`src/rtl/ghost_renderer.sv`:
```
// Bitmap ghost sprite renderer: hit test and ROM addressing, ROM read, then colour resolve.
// Three-stage pipeline; output is 3 cycles behind the scan coordinates.
module ghost_renderer #(
  parameter int NUM_GHOSTS = 4,
  parameter int SPRITE_W   = 14,
  parameter int SPRITE_H   = 14,
  parameter int COORD_W    = 9,
  parameter int ANIM_DIV   = 8,
  parameter int BLINK_DIV  = 16,
  parameter int ROM_AW     = $clog2(2*SPRITE_W*SPRITE_H)
) (
  input  logic                          clk,
  input  logic                          rst,
  input  logic                          frame_tick,
  input  logic [COORD_W-1:0]            sx,
  input  logic [COORD_W-1:0]            sy,
  input  logic                          de,
  input  logic [NUM_GHOSTS*COORD_W-1:0] ghost_x,
  input  logic [NUM_GHOSTS*COORD_W-1:0] ghost_y,
  input  logic [NUM_GHOSTS*12-1:0]      ghost_color,
  input  logic [NUM_GHOSTS-1:0]         ghost_en,
  input  logic [NUM_GHOSTS-1:0]         frightened,
  input  logic                          flash,
  input  logic [NUM_GHOSTS-1:0]         eaten,
  output logic [ROM_AW-1:0]             rom_addr,
  input  logic [1:0]                    rom_data,
  output logic [3:0]                    R,
  output logic [3:0]                    G,
  output logic [3:0]                    B,
  output logic                          opaque,
  output logic                          de_out
);

  localparam int FRAME_SZ = SPRITE_W * SPRITE_H;
  localparam int ACW      = (ANIM_DIV  > 1) ? $clog2(ANIM_DIV)  : 1;
  localparam int BCW      = (BLINK_DIV > 1) ? $clog2(BLINK_DIV) : 1;
  localparam logic [ACW-1:0]   ANIM_LAST  = ACW'(ANIM_DIV - 1);
  localparam logic [BCW-1:0]   BLINK_LAST = BCW'(BLINK_DIV - 1);
  localparam logic [COORD_W:0] SW_EXT     = (COORD_W+1)'(SPRITE_W);
  localparam logic [COORD_W:0] SH_EXT     = (COORD_W+1)'(SPRITE_H);
  localparam logic [11:0] C_WHITE = 12'hFFF;
  localparam logic [11:0] C_BLUE  = 12'h22F;
  localparam logic [11:0] C_FACE  = 12'hFC8;

  typedef struct packed {
    logic        hit;
    logic        de;
    logic        fright;
    logic        eaten;
    logic [11:0] body;
  } side_t;

  logic [ACW-1:0] tick_cnt_d, tick_cnt_q;
  logic [BCW-1:0] blink_cnt_d, blink_cnt_q;
  logic           anim_phase_d, anim_phase_q;
  logic           blink_phase_d, blink_phase_q;

  logic [COORD_W-1:0]    gx [NUM_GHOSTS];
  logic [COORD_W-1:0]    gy [NUM_GHOSTS];
  logic [NUM_GHOSTS-1:0] hit_vec;

  logic [COORD_W-1:0] dx, dy;
  logic               sel_fright, sel_eaten;
  logic [11:0]        sel_color;
  logic [ROM_AW-1:0]  rom_addr_d, rom_addr_q;
  side_t              side_s1_d, side_s1_q;
  side_t              side_s2_d, side_s2_q;
  logic [11:0]        rgb_d, rgb_q;
  logic               opaque_d, opaque_q;
  logic               de_out_d, de_out_q;

  always_comb begin
    tick_cnt_d    = tick_cnt_q;
    blink_cnt_d   = blink_cnt_q;
    anim_phase_d  = anim_phase_q;
    blink_phase_d = blink_phase_q;
    if (frame_tick) begin
      if (tick_cnt_q == ANIM_LAST) begin
        tick_cnt_d   = '0;
        anim_phase_d = ~anim_phase_q;
      end else begin
        tick_cnt_d = tick_cnt_q + 1'b1;
      end
      if (blink_cnt_q == BLINK_LAST) begin
        blink_cnt_d   = '0;
        blink_phase_d = ~blink_phase_q;
      end else begin
        blink_cnt_d = blink_cnt_q + 1'b1;
      end
    end
  end

  // Bounds use one extra bit so a sprite near the right/bottom edge clips instead of wrapping.
  always_comb begin
    hit_vec = '0;
    for (int unsigned i = 0; i < NUM_GHOSTS; i++) begin
      gx[i] = ghost_x[i*COORD_W +: COORD_W];
      gy[i] = ghost_y[i*COORD_W +: COORD_W];
      hit_vec[i] = de && ghost_en[i] &&
                   (sx >= gx[i]) && ({1'b0, sx} < ({1'b0, gx[i]} + SW_EXT)) &&
                   (sy >= gy[i]) && ({1'b0, sy} < ({1'b0, gy[i]} + SH_EXT));
    end
  end

  always_comb begin
    side_s1_d  = '0;
    dx         = '0;
    dy         = '0;
    sel_fright = 1'b0;
    sel_eaten  = 1'b0;
    sel_color  = '0;
    rom_addr_d = '0;
    for (int unsigned i = 0; i < NUM_GHOSTS; i++) begin
      if (hit_vec[i] && !side_s1_d.hit) begin
        side_s1_d.hit = 1'b1;
        dx         = sx - gx[i];
        dy         = sy - gy[i];
        sel_fright = frightened[i];
        sel_eaten  = eaten[i];
        sel_color  = ghost_color[i*12 +: 12];
      end
    end
    side_s1_d.de     = de;
    side_s1_d.eaten  = sel_eaten;
    side_s1_d.fright = sel_fright && !sel_eaten;
    if (sel_fright && flash && blink_phase_q) side_s1_d.body = C_WHITE;
    else if (sel_fright)                      side_s1_d.body = C_BLUE;
    else                                      side_s1_d.body = sel_color;
    if (side_s1_d.hit)
      rom_addr_d = (anim_phase_q ? ROM_AW'(FRAME_SZ) : '0) +
                   ROM_AW'(dy) * ROM_AW'(SPRITE_W) + ROM_AW'(dx);
  end

  always_comb begin
    side_s2_d = side_s1_q;
    rgb_d     = '0;
    opaque_d  = 1'b0;
    de_out_d  = side_s2_q.de;
    if (side_s2_q.hit) begin
      unique case (rom_data)
        2'd1: if (!side_s2_q.eaten) begin
          rgb_d    = side_s2_q.body;
          opaque_d = 1'b1;
        end
        2'd2: begin
          rgb_d    = side_s2_q.fright ? C_FACE : C_WHITE;
          opaque_d = 1'b1;
        end
        2'd3: begin
          rgb_d    = side_s2_q.fright ? C_FACE : C_BLUE;
          opaque_d = 1'b1;
        end
        default: ;
      endcase
    end
  end

  always_ff @(posedge clk) begin
    if (rst) begin
      tick_cnt_q    <= '0;
      blink_cnt_q   <= '0;
      anim_phase_q  <= 1'b0;
      blink_phase_q <= 1'b0;
      rom_addr_q    <= '0;
      side_s1_q     <= '0;
      side_s2_q     <= '0;
      rgb_q         <= '0;
      opaque_q      <= 1'b0;
      de_out_q      <= 1'b0;
    end else begin
      tick_cnt_q    <= tick_cnt_d;
      blink_cnt_q   <= blink_cnt_d;
      anim_phase_q  <= anim_phase_d;
      blink_phase_q <= blink_phase_d;
      rom_addr_q    <= rom_addr_d;
      side_s1_q     <= side_s1_d;
      side_s2_q     <= side_s2_d;
      rgb_q         <= rgb_d;
      opaque_q      <= opaque_d;
      de_out_q      <= de_out_d;
    end
  end

  assign rom_addr = rom_addr_q;
  assign R        = rgb_q[11:8];
  assign G        = rgb_q[7:4];
  assign B        = rgb_q[3:0];
  assign opaque   = opaque_q;
  assign de_out   = de_out_q;

endmodule

```
`config.mk`:
```
export PLATFORM = sky130hd
export DESIGN_NAME = ghost_renderer
export DESIGN_NICKNAME = d
export VERILOG_FILES = /design/src/rtl/ghost_renderer.sv
export SDC_FILE = /design/constraint.sdc
export NUM_CORES = 1
export LEC_CHECK = 0
export BUFFER_PORTS_ARGS = -buffer_cell sky130_fd_sc_hd__buf_4
export CELL_PAD_IN_SITES_DETAIL_PLACEMENT = 0
export CELL_PAD_IN_SITES_GLOBAL_PLACEMENT = 1
export CORE_UTILIZATION = 42
export DETAILED_ROUTE_END_ITERATION = 6
export PLACE_DENSITY = 0.88
export SYNTH_ARGS = -nofsm -noshare
export SYNTH_HDL_FRONTEND = slang
export SYNTH_SLANG_ARGS = --single-unit
```
`constraint.sdc`:
```
create_clock -name clk -period 11.5 [get_ports clk]
set_input_delay 2.3 -clock clk [delete_from_list [all_inputs] [get_ports clk]]
set_output_delay 2.3 -clock clk [all_outputs]
set_load 0.02 [all_outputs]
```
==> impl_metrics.ini, run 1 <==
[status]
status = complete, no violations

[floorplan]
core_sq_um = 19700
initial_core_util_pct = 43.4
ios = 180
die_h_microns = 145
die_w_microns = 145
dieArea_sq_um = 20900
std_cell_rows = 51

[critical_path]
cp_max_fo = 15
slowest_delay_ns = 0.57
cpMaxStageDelayCell = and2_1
critPathBufInv = 3
r2r_cells = 17
crit_arrival_ns = 9.65
cp.depth = 30
crit_required_ns = 11.69
critical_path_class = input port to flop
end_kind = flop
path_delay_family = simple AND/OR/NAND/NOR gates
cpMostUsedCell = xnor2_1
start_kind = input port

[synthesis]
yosysMostFrequentCell = ha_1
postSynthAreaPerCell_sq_um = 8.18
synth_top_area_share_pct = 22.7
synthTopCellsByCount = ha_1, inv_1, xnor2_1
synth-edff-count = 0
async_flop_share_pct = 0
ys_seq_area_share_pct = 15.0
synth_cell_types = 65
yosysTopAreaCell = ha_1
netlist_instances = 1046
synth_warnings = 0
yosys-top-cells-area = ha_1, dfxtp_1, xnor2_1
syn-num-nets = 1384
synth_flop_cell = dfxtp_1
synth.ff_latch_count = 64
synth_area_sq_um = 8550

[timing]
maxSlewHeadroom_pct = 26.2
timing.final.crit_share_pct = 82.2
rsz0062_at_grt = no
tns_ns = 0
maxSlewViolCount = 0
worst_pin_slew_ns = 1.11
max_freq_mhz = 106
skew_ns = 0.00360
setup_viol = 0
period_minus_slack_ns = 9.45
hold_viol_final = 0

[global_route]
grt_usage_pct = 22.9
grt_start_max_net_pins = 45
grt_pass1_vias = 7611
grt_pass1_wl_microns = 37000
grt_antenna_before_repair = 0
gr-total-overflow = 0

[cells_and_area]
multiInputGateArea_sq_um = 6790
n_antenna_cell = 0
ff_latch_area_sq_um = 1280
nets = 1558
drive_above_1_share_pct = 17.8
n_fill_cell = 1898
syn2layout_area_growth_pct = 22.8
layoutNonFillerInstCount = 1490

[placed_design]
io_buffers = 179
dp_cells = 1474
dpl.hpwl_microns = 20100
gp_congestion = 0.904

[power]
fin_total_pwr_uw = 883
leakagePower_uw = 0.00492
ir_drop_v = 0.0000581
powerDensity_nw_per_um2 = 84.0

[detailed_routing]
wl_microns = 23900
dr.pass1.iters = 5
via_per_inst = 5.45
drc = 0
antenna_left = 0
drt_iter0_markers = 293
vias = 8124
wire_per_inst_microns = 16.1

[clock_tree]
cts_buffers = 9
cts_sinks = 64
cts_tree = yes
cts_max_path_buffers = 2
ctsHoldBuffers = 0
htree_levels = 3
path_clk_slew_ns = 0.05
post_cts_buffers = 0
clk_latency_ns = 0.33
cts-root-buf = clkbuf_16
ctsResizeCount = 0

[worst_hold_path]
min_path_type = flop to flop
min_path_cells = 1

[job]
maxCapViolations = 0
final timing paths:
path,startpoint,end,slack (ns)
setup / recovery,ghost_x[30],rom_addr[8],2.05
hold / removal,side_s1_q[7],side_s2_q[7],0.43
setup reg to reg,anim_phase_q,rom_addr[8],8.03
hold reg to reg,side_s1_q[7],side_s2_q[7],0.43
area by class of cell:
cell class,instances,share of cell area (%)
clock inverters,7,0.917
well taps,265,3.16
clock buffers,9,2.14
multi-input cells,854,64.6
inverters,107,3.82
repair buffers,184,13.1
flip-flops and latches,64,12.2
layer usage:
layer | share of wire [%] | routed length [microns] | vias up | track usage (%)
li1 | - | - | 4130 | -
met1 | 44 | 10400 | 3716 | 27.9
met2 | 48 | 11500 | 239 | 41.9
met3 | 6.1 | 1460 | 39 | 2.83
met4 | 2.0 | 486 | 0 | 6.54
met5 | 0 | 0 | - | 0
kinds of logic (layout without fill, tap and decap cells):
family / after synthesis / after routing / synth area share, %
and+or+nand+nor: 266 / 266 / 15.7
buffers and inverters: 128 / 307 / 5.71
AOI/OAI and AO/OA: 294 / 294 / 23.2
DFF: 64 / 64 / 15.0
xor gates and xnor gates: 109 / 109 / 11.2
muxes: 4 / 4 / 0.468
adders and majority gates: 181 / 181 / 28.8
registers in the layout, indices dropped and copies added, names as in the netlist, 3 cells and up:
signal / flops
side_s1_q: 16
side_s2_q: 15
rgb_q: 12
rom_addr: 9
blink_cnt_q: 4
tick_cnt_q: 3
worst reg2reg max path: cells and delay by family, from the launching register on:
family | cells | cell delay (ns)
AO/OA/AOI/OAI | 3 | 0.29
adder cells (fa/ha/maj) | 3 | 1.03
buffers and inverters | 3 | 0.26
flip-flops | 1 | 0.36
AND/OR/NAND/NOR | 6 | 1.11
XOR/XNOR | 2 | 0.30
power breakdown:
part / switching [uW] / total (uW) / internal, uW
Clock: 95.6 / 285 / 189
Combinational: 198 / 369 / 171
Sequential: 1.78 / 229 / 227
Total: 295 / 883 / 587
stage by stage:
step	hold WS, ns	utilization [%]	setup slack (ns)	area (sq um)
6_report	0.432	53.3	2.05	10500
2_1_floorplan	0.411	-	2.55	8550
3_5_place_dp	0.422	51.6	1.67	10200
3_3_place_gp	0.416	51.6	1.80	10200
4_1_cts	0.436	53.3	2.02	10500
5_1_grt	0.449	53.3	1.42	10500
cell usage in the layout (no fill, tap or decap), types with 5 or more instances in the layout:
cell type	instances
fa_1	26
nand2b_1	9
xnor2_1	91
a22oi_1	21
nor2_1	69
o21a_1	17
a21o_1	23
nand4_1	18
nor4_1	5
a31oi_1	11
and2_1	6
inv_1	104
o21bai_1	13
xor2_1	18
o211ai_1	9
nand2_1	56
nor3_1	26
dfxtp_1	64
clkbuf_16	9
or3_1	9
a211oi_1	12
nor2b_1	29
nand3_1	19
a211o_1	6
a21oi_1	81
ha_1	155
o2111ai_1	8
buf_4	184
o21ai_0	39
o22ai_1	6
a221oi_1	16
(Power assumes the default switching activity.)
==> run 2: changes to the inputs <==
==> constraint.sdc (replaced) <==
create_clock -name clk -period 9.7 [get_ports clk]
set_input_delay 1.94 -clock clk [delete_from_list [all_inputs] [get_ports clk]]
set_output_delay 1.94 -clock clk [all_outputs]
set_load 0.02 [all_outputs]
==> impl_metrics.ini, run 2 (synthesized netlist as in run 1, its figures left out) <==
[timing]
maxSlewHeadroom_pct = 34.1
rsz0062_at_grt = no
setup_viol = 0
max_freq_mhz = 110
period_minus_slack_ns = 9.08
tns_ns = 0
skew_ns = 0.00436
worst_pin_slew_ns = 0.982
maxSlewViolCount = 0
timing.final.crit_share_pct = 93.6
hold_viol_final = 0

[status]
status = complete, no violations

[floorplan]
dieArea_sq_um = 20900
initial_core_util_pct = 43.4
core_sq_um = 19700
std_cell_rows = 51
die_h_microns = 145
die_w_microns = 145
ios = 180

[critical_path]
crit_required_ns = 9.89
end_kind = flop
cpMaxStageDelayCell = fa_1
start_kind = input port
slowest_delay_ns = 0.54
critical_path_class = input port to flop
cp_max_fo = 44
crit_arrival_ns = 9.26

[cells_and_area]
n_antenna_cell = 0
drive_above_1_share_pct = 18.0
largest_reg_flops = 16
syn2layout_area_growth_pct = 22.7
layout_commonest_cell = buf_4
reg_top3 = side_s1_q: 16 flops, side_s2_q: 15 flops, rgb_q: 12 flops
layoutNonFillerInstCount = 1493
mostFrequentLayoutCells = buf_4, ha_1, inv_1
final_util_pct = 53.2
n_fill_cell = 1946
largest-register = side_s1_q
fin_area_sq_um = 10500
nets = 1561

[clock_tree]
post_cts_buffers = 0
path_clk_slew_ns = 0.05
cts-root-buf = clkbuf_16
cts_buffers = 9
cts_sinks = 64
cts_tree = yes
ctsResizeCount = 0
clk_latency_ns = 0.32
ctsHoldBuffers = 0
cts_max_path_buffers = 2
htree_levels = 3

[global_route]
grt_pass1_vias = 7845
gr-total-overflow = 0
grt_antenna_before_repair = 0
grt_start_max_net_pins = 45
grt_pass1_wl_microns = 37800
grt_usage_pct = 23.3

[power]
powerDensity_nw_per_um2 = 95.5
leakagePower_uw = 0.00492
ir_drop_v = 0.000111

[placed_design]
place_area_sq_um = 10200
io_buffers = 179
dpl.hpwl_microns = 20300
gp_congestion = 0.894
dp_cells = 1477

[detailed_routing]
dr.pass1.iters = 5
vias = 8187
via_per_inst = 5.48
wl_microns = 24100
antenna_left = 0
drc = 0
wire_per_inst_microns = 16.2
drt_iter0_markers = 313

[worst_hold_path]
min_path_type = flop to flop

[job]
maxCapViolations = 0
[run 2: cell types whose count changed in the layout (fill, tap and decap cells not counted), sizes merged]
cell and delta:
clkinv +1, buf +3, bufinv -2, clkbuf +1
[run 2: stage by stage]
stage	hold WS [ns]	total power (uW)	setup WS [ns]
floorplan	0.411	562	1.11
global placement	0.417	706	0.646
detailed placement	0.423	712	0.339
CTS	0.435	1010	0.668
global route	0.449	1070	0.121
finish	0.431	1000	0.624
[run 2: power breakdown]
part	switching, uW	internal (uW)	leakage, uW	total, uW
registers	2.12	269	0.000517	271
clock network	112	180	0.000131	292
logic	235	203	0.00427	439
total	350	652	0.00492	1000
[run 2: per-layer routing]
metal / track usage (%) / share of wire, % / vias up
li1: - / - / 4133
met1: 28.4 / 44 / 3792
met2: 42.4 / 48 / 234
met3: 2.40 / 5.9 / 28
met4: 7.59 / 2.2 / 0
met5: 0 / 0 / -
[run 2: layout make-up]
| cell class | instances | area (sq um) | share of cell area [%] |
|---|---|---|---|
| Clock buffer | 10 | 239 | 2.28 |
| Clock inverter | 6 | 45.0 | 0.429 |
| Inverter | 107 | 402 | 3.83 |
| Multi-Input combinational cell | 854 | 6790 | 64.7 |
| Sequential cell | 64 | 1280 | 12.2 |
| Tap cell | 265 | 332 | 3.16 |
| Timing Repair Buffer | 187 | 1400 | 13.4 |
[run 2: final timing paths]
check          startpoint            to  slack (ns)  cells past startpoint
max            ghost_y[1]   rom_addr[8]        0.62                     32
min          side_s1_q[0]  side_s2_q[0]        0.43                      1
max reg2reg  anim_phase_q   rom_addr[8]        6.20                     17
min reg2reg  side_s1_q[0]  side_s2_q[0]        0.43                      1
[run 2: critical path: cells and delay by family]
family / cells / cell delay (ns)
simple gates: 7 / 1.40
xor+xnor: 4 / 0.61
mux: 1 / 0.22
fa+ha+maj: 6 / 2.18
buf+inv: 4 / 0.78
compound gates: 10 / 2.11
==> run 3: changes to the inputs <==
--- a/config.mk
+++ b/config.mk
@@ -9,6 +9,7 @@
 export CELL_PAD_IN_SITES_DETAIL_PLACEMENT = 0
 export CELL_PAD_IN_SITES_GLOBAL_PLACEMENT = 1
 export CORE_UTILIZATION = 42
+export CTS_BUF_LIST = sky130_fd_sc_hd__clkbuf_16
 export DETAILED_ROUTE_END_ITERATION = 6
 export PLACE_DENSITY = 0.88
 export SYNTH_ARGS = -nofsm -noshare
==> impl_metrics.ini, run 3 (synthesized netlist as in run 1, its figures left out) <==
[status]
status = complete, no violations

[cells_and_area]
layout_commonest_cell = buf_4
drive_above_1_share_pct = 17.9
reg_top3 = side_s1_q: 16 flops, side_s2_q: 15 flops, rgb_q: 12 flops
fin_area_sq_um = 10500
syn2layout_area_growth_pct = 22.5
largest-register = side_s1_q
largest_reg_flops = 16
n_antenna_cell = 0
nets = 1561
mostFrequentLayoutCells = buf_4, ha_1, inv_1
n_fill_cell = 1948

[clock_tree]
ctsResizeCount = 0
cts_buffers = 9
ctsHoldBuffers = 0
clk_latency_ns = 0.32
path_clk_slew_ns = 0.05
cts_max_path_buffers = 2
post_cts_buffers = 0
cts_sinks = 64
cts-root-buf = clkbuf_16
cts_tree = yes
htree_levels = 3

[detailed_routing]
drc = 0
dr.pass1.iters = 4
drt_iter0_markers = 315
antenna_left = 0
wire_per_inst_microns = 16.2
via_per_inst = 5.47
wl_microns = 24100
vias = 8171

[critical_path]
crit_required_ns = 9.89
start_kind = input port
crit_arrival_ns = 9.26
end_kind = flop
critical_path_class = input port to flop
slowest_delay_ns = 0.54
cp_max_fo = 44
cpMaxStageDelayCell = fa_1

[timing]
hold_viol_final = 0
maxSlewViolCount = 0
max_freq_mhz = 110
maxSlewHeadroom_pct = 34.1
rsz0062_at_grt = no
setup_viol = 0
timing.final.crit_share_pct = 93.5
period_minus_slack_ns = 9.07
tns_ns = 0
worst_pin_slew_ns = 0.982
skew_ns = 0.00379

[global_route]
grt_pass1_wl_microns = 37700
gr-total-overflow = 0
grt_usage_pct = 23.3
grt_antenna_before_repair = 0
grt_start_max_net_pins = 45
grt_pass1_vias = 7841

[floorplan]
ios = 180
dieArea_sq_um = 20900
initial_core_util_pct = 43.4
core_sq_um = 19700
std_cell_rows = 51
die_h_microns = 145
die_w_microns = 145

[power]
leakagePower_uw = 0.00491
powerDensity_nw_per_um2 = 94.8
ir_drop_v = 0.000111

[worst_hold_path]
min_path_type = flop to flop

[job]
maxCapViolations = 0

[placed_design]
place_area_sq_um = 10200
dpl.hpwl_microns = 20300
gp_congestion = 0.894
io_buffers = 179
## run 3: cell count changes in the layout (fill, tap and decap cells not counted)
cell,delta
clkbuf_8,-1
clkinv_1,+1
## run 3: metrics by stage
step,worst slack (ns),hold slack [ns],utilization [%],std cells,power (uW)
CTS,0.668,0.435,53.2,1493,1000
floorplan,1.11,0.411,-,1046,562
global placement,0.646,0.417,51.8,1477,706
global route,0.121,0.449,53.2,1493,1060
detailed placement,0.339,0.423,51.8,1477,712
finish,0.628,0.431,53.2,1493,993
## run 3: where the power goes
group,switching [uW],leakage (uW),internal (uW)
Sequential,2.11,0.000517,269
Clock,112,0.000125,172
Combinational,236,0.00427,203
## run 3: final cells by class
class,count,area (sq um),share of cell area [%]
multi-input combinational,854,6790,64.8
timing repair buffer,187,1400,13.4
sequential,64,1280,12.2
inverter,107,402,3.83
tap,265,332,3.16
clock buffer,9,225,2.15
clock inverter,7,48.8,0.466
## run 3: worst paths after layout
path,startpoint,end,slack [ns],cells after the start
min reg2reg,side_s1_q[0],side_s2_q[0],0.43,1
min,side_s1_q[0],side_s2_q[0],0.43,1
max,ghost_y[1],rom_addr[8],0.63,32
max reg2reg,anim_phase_q,rom_addr[8],6.19,17
## run 3: worst max-delay path, delay by kind of cell
family | cells | cell delay, ns
fa+ha+maj | 6 | 2.18
mux | 1 | 0.22
xor+xnor | 4 | 0.61
buf+inv | 4 | 0.78
simple gates | 7 | 1.39
compound gates | 10 | 2.11
## run 3: per-layer routing
| layer | GRT usage [%] | up-vias | share of wire (%) |
|---|---|---|---|
| met5 | 0 | - | 0 |
| met4 | 7.59 | 0 | 2.2 |
| li1 | - | 4133 | - |
| met3 | 2.40 | 28 | 5.7 |
| met2 | 42.3 | 227 | 48 |
| met1 | 28.4 | 3783 | 44 |
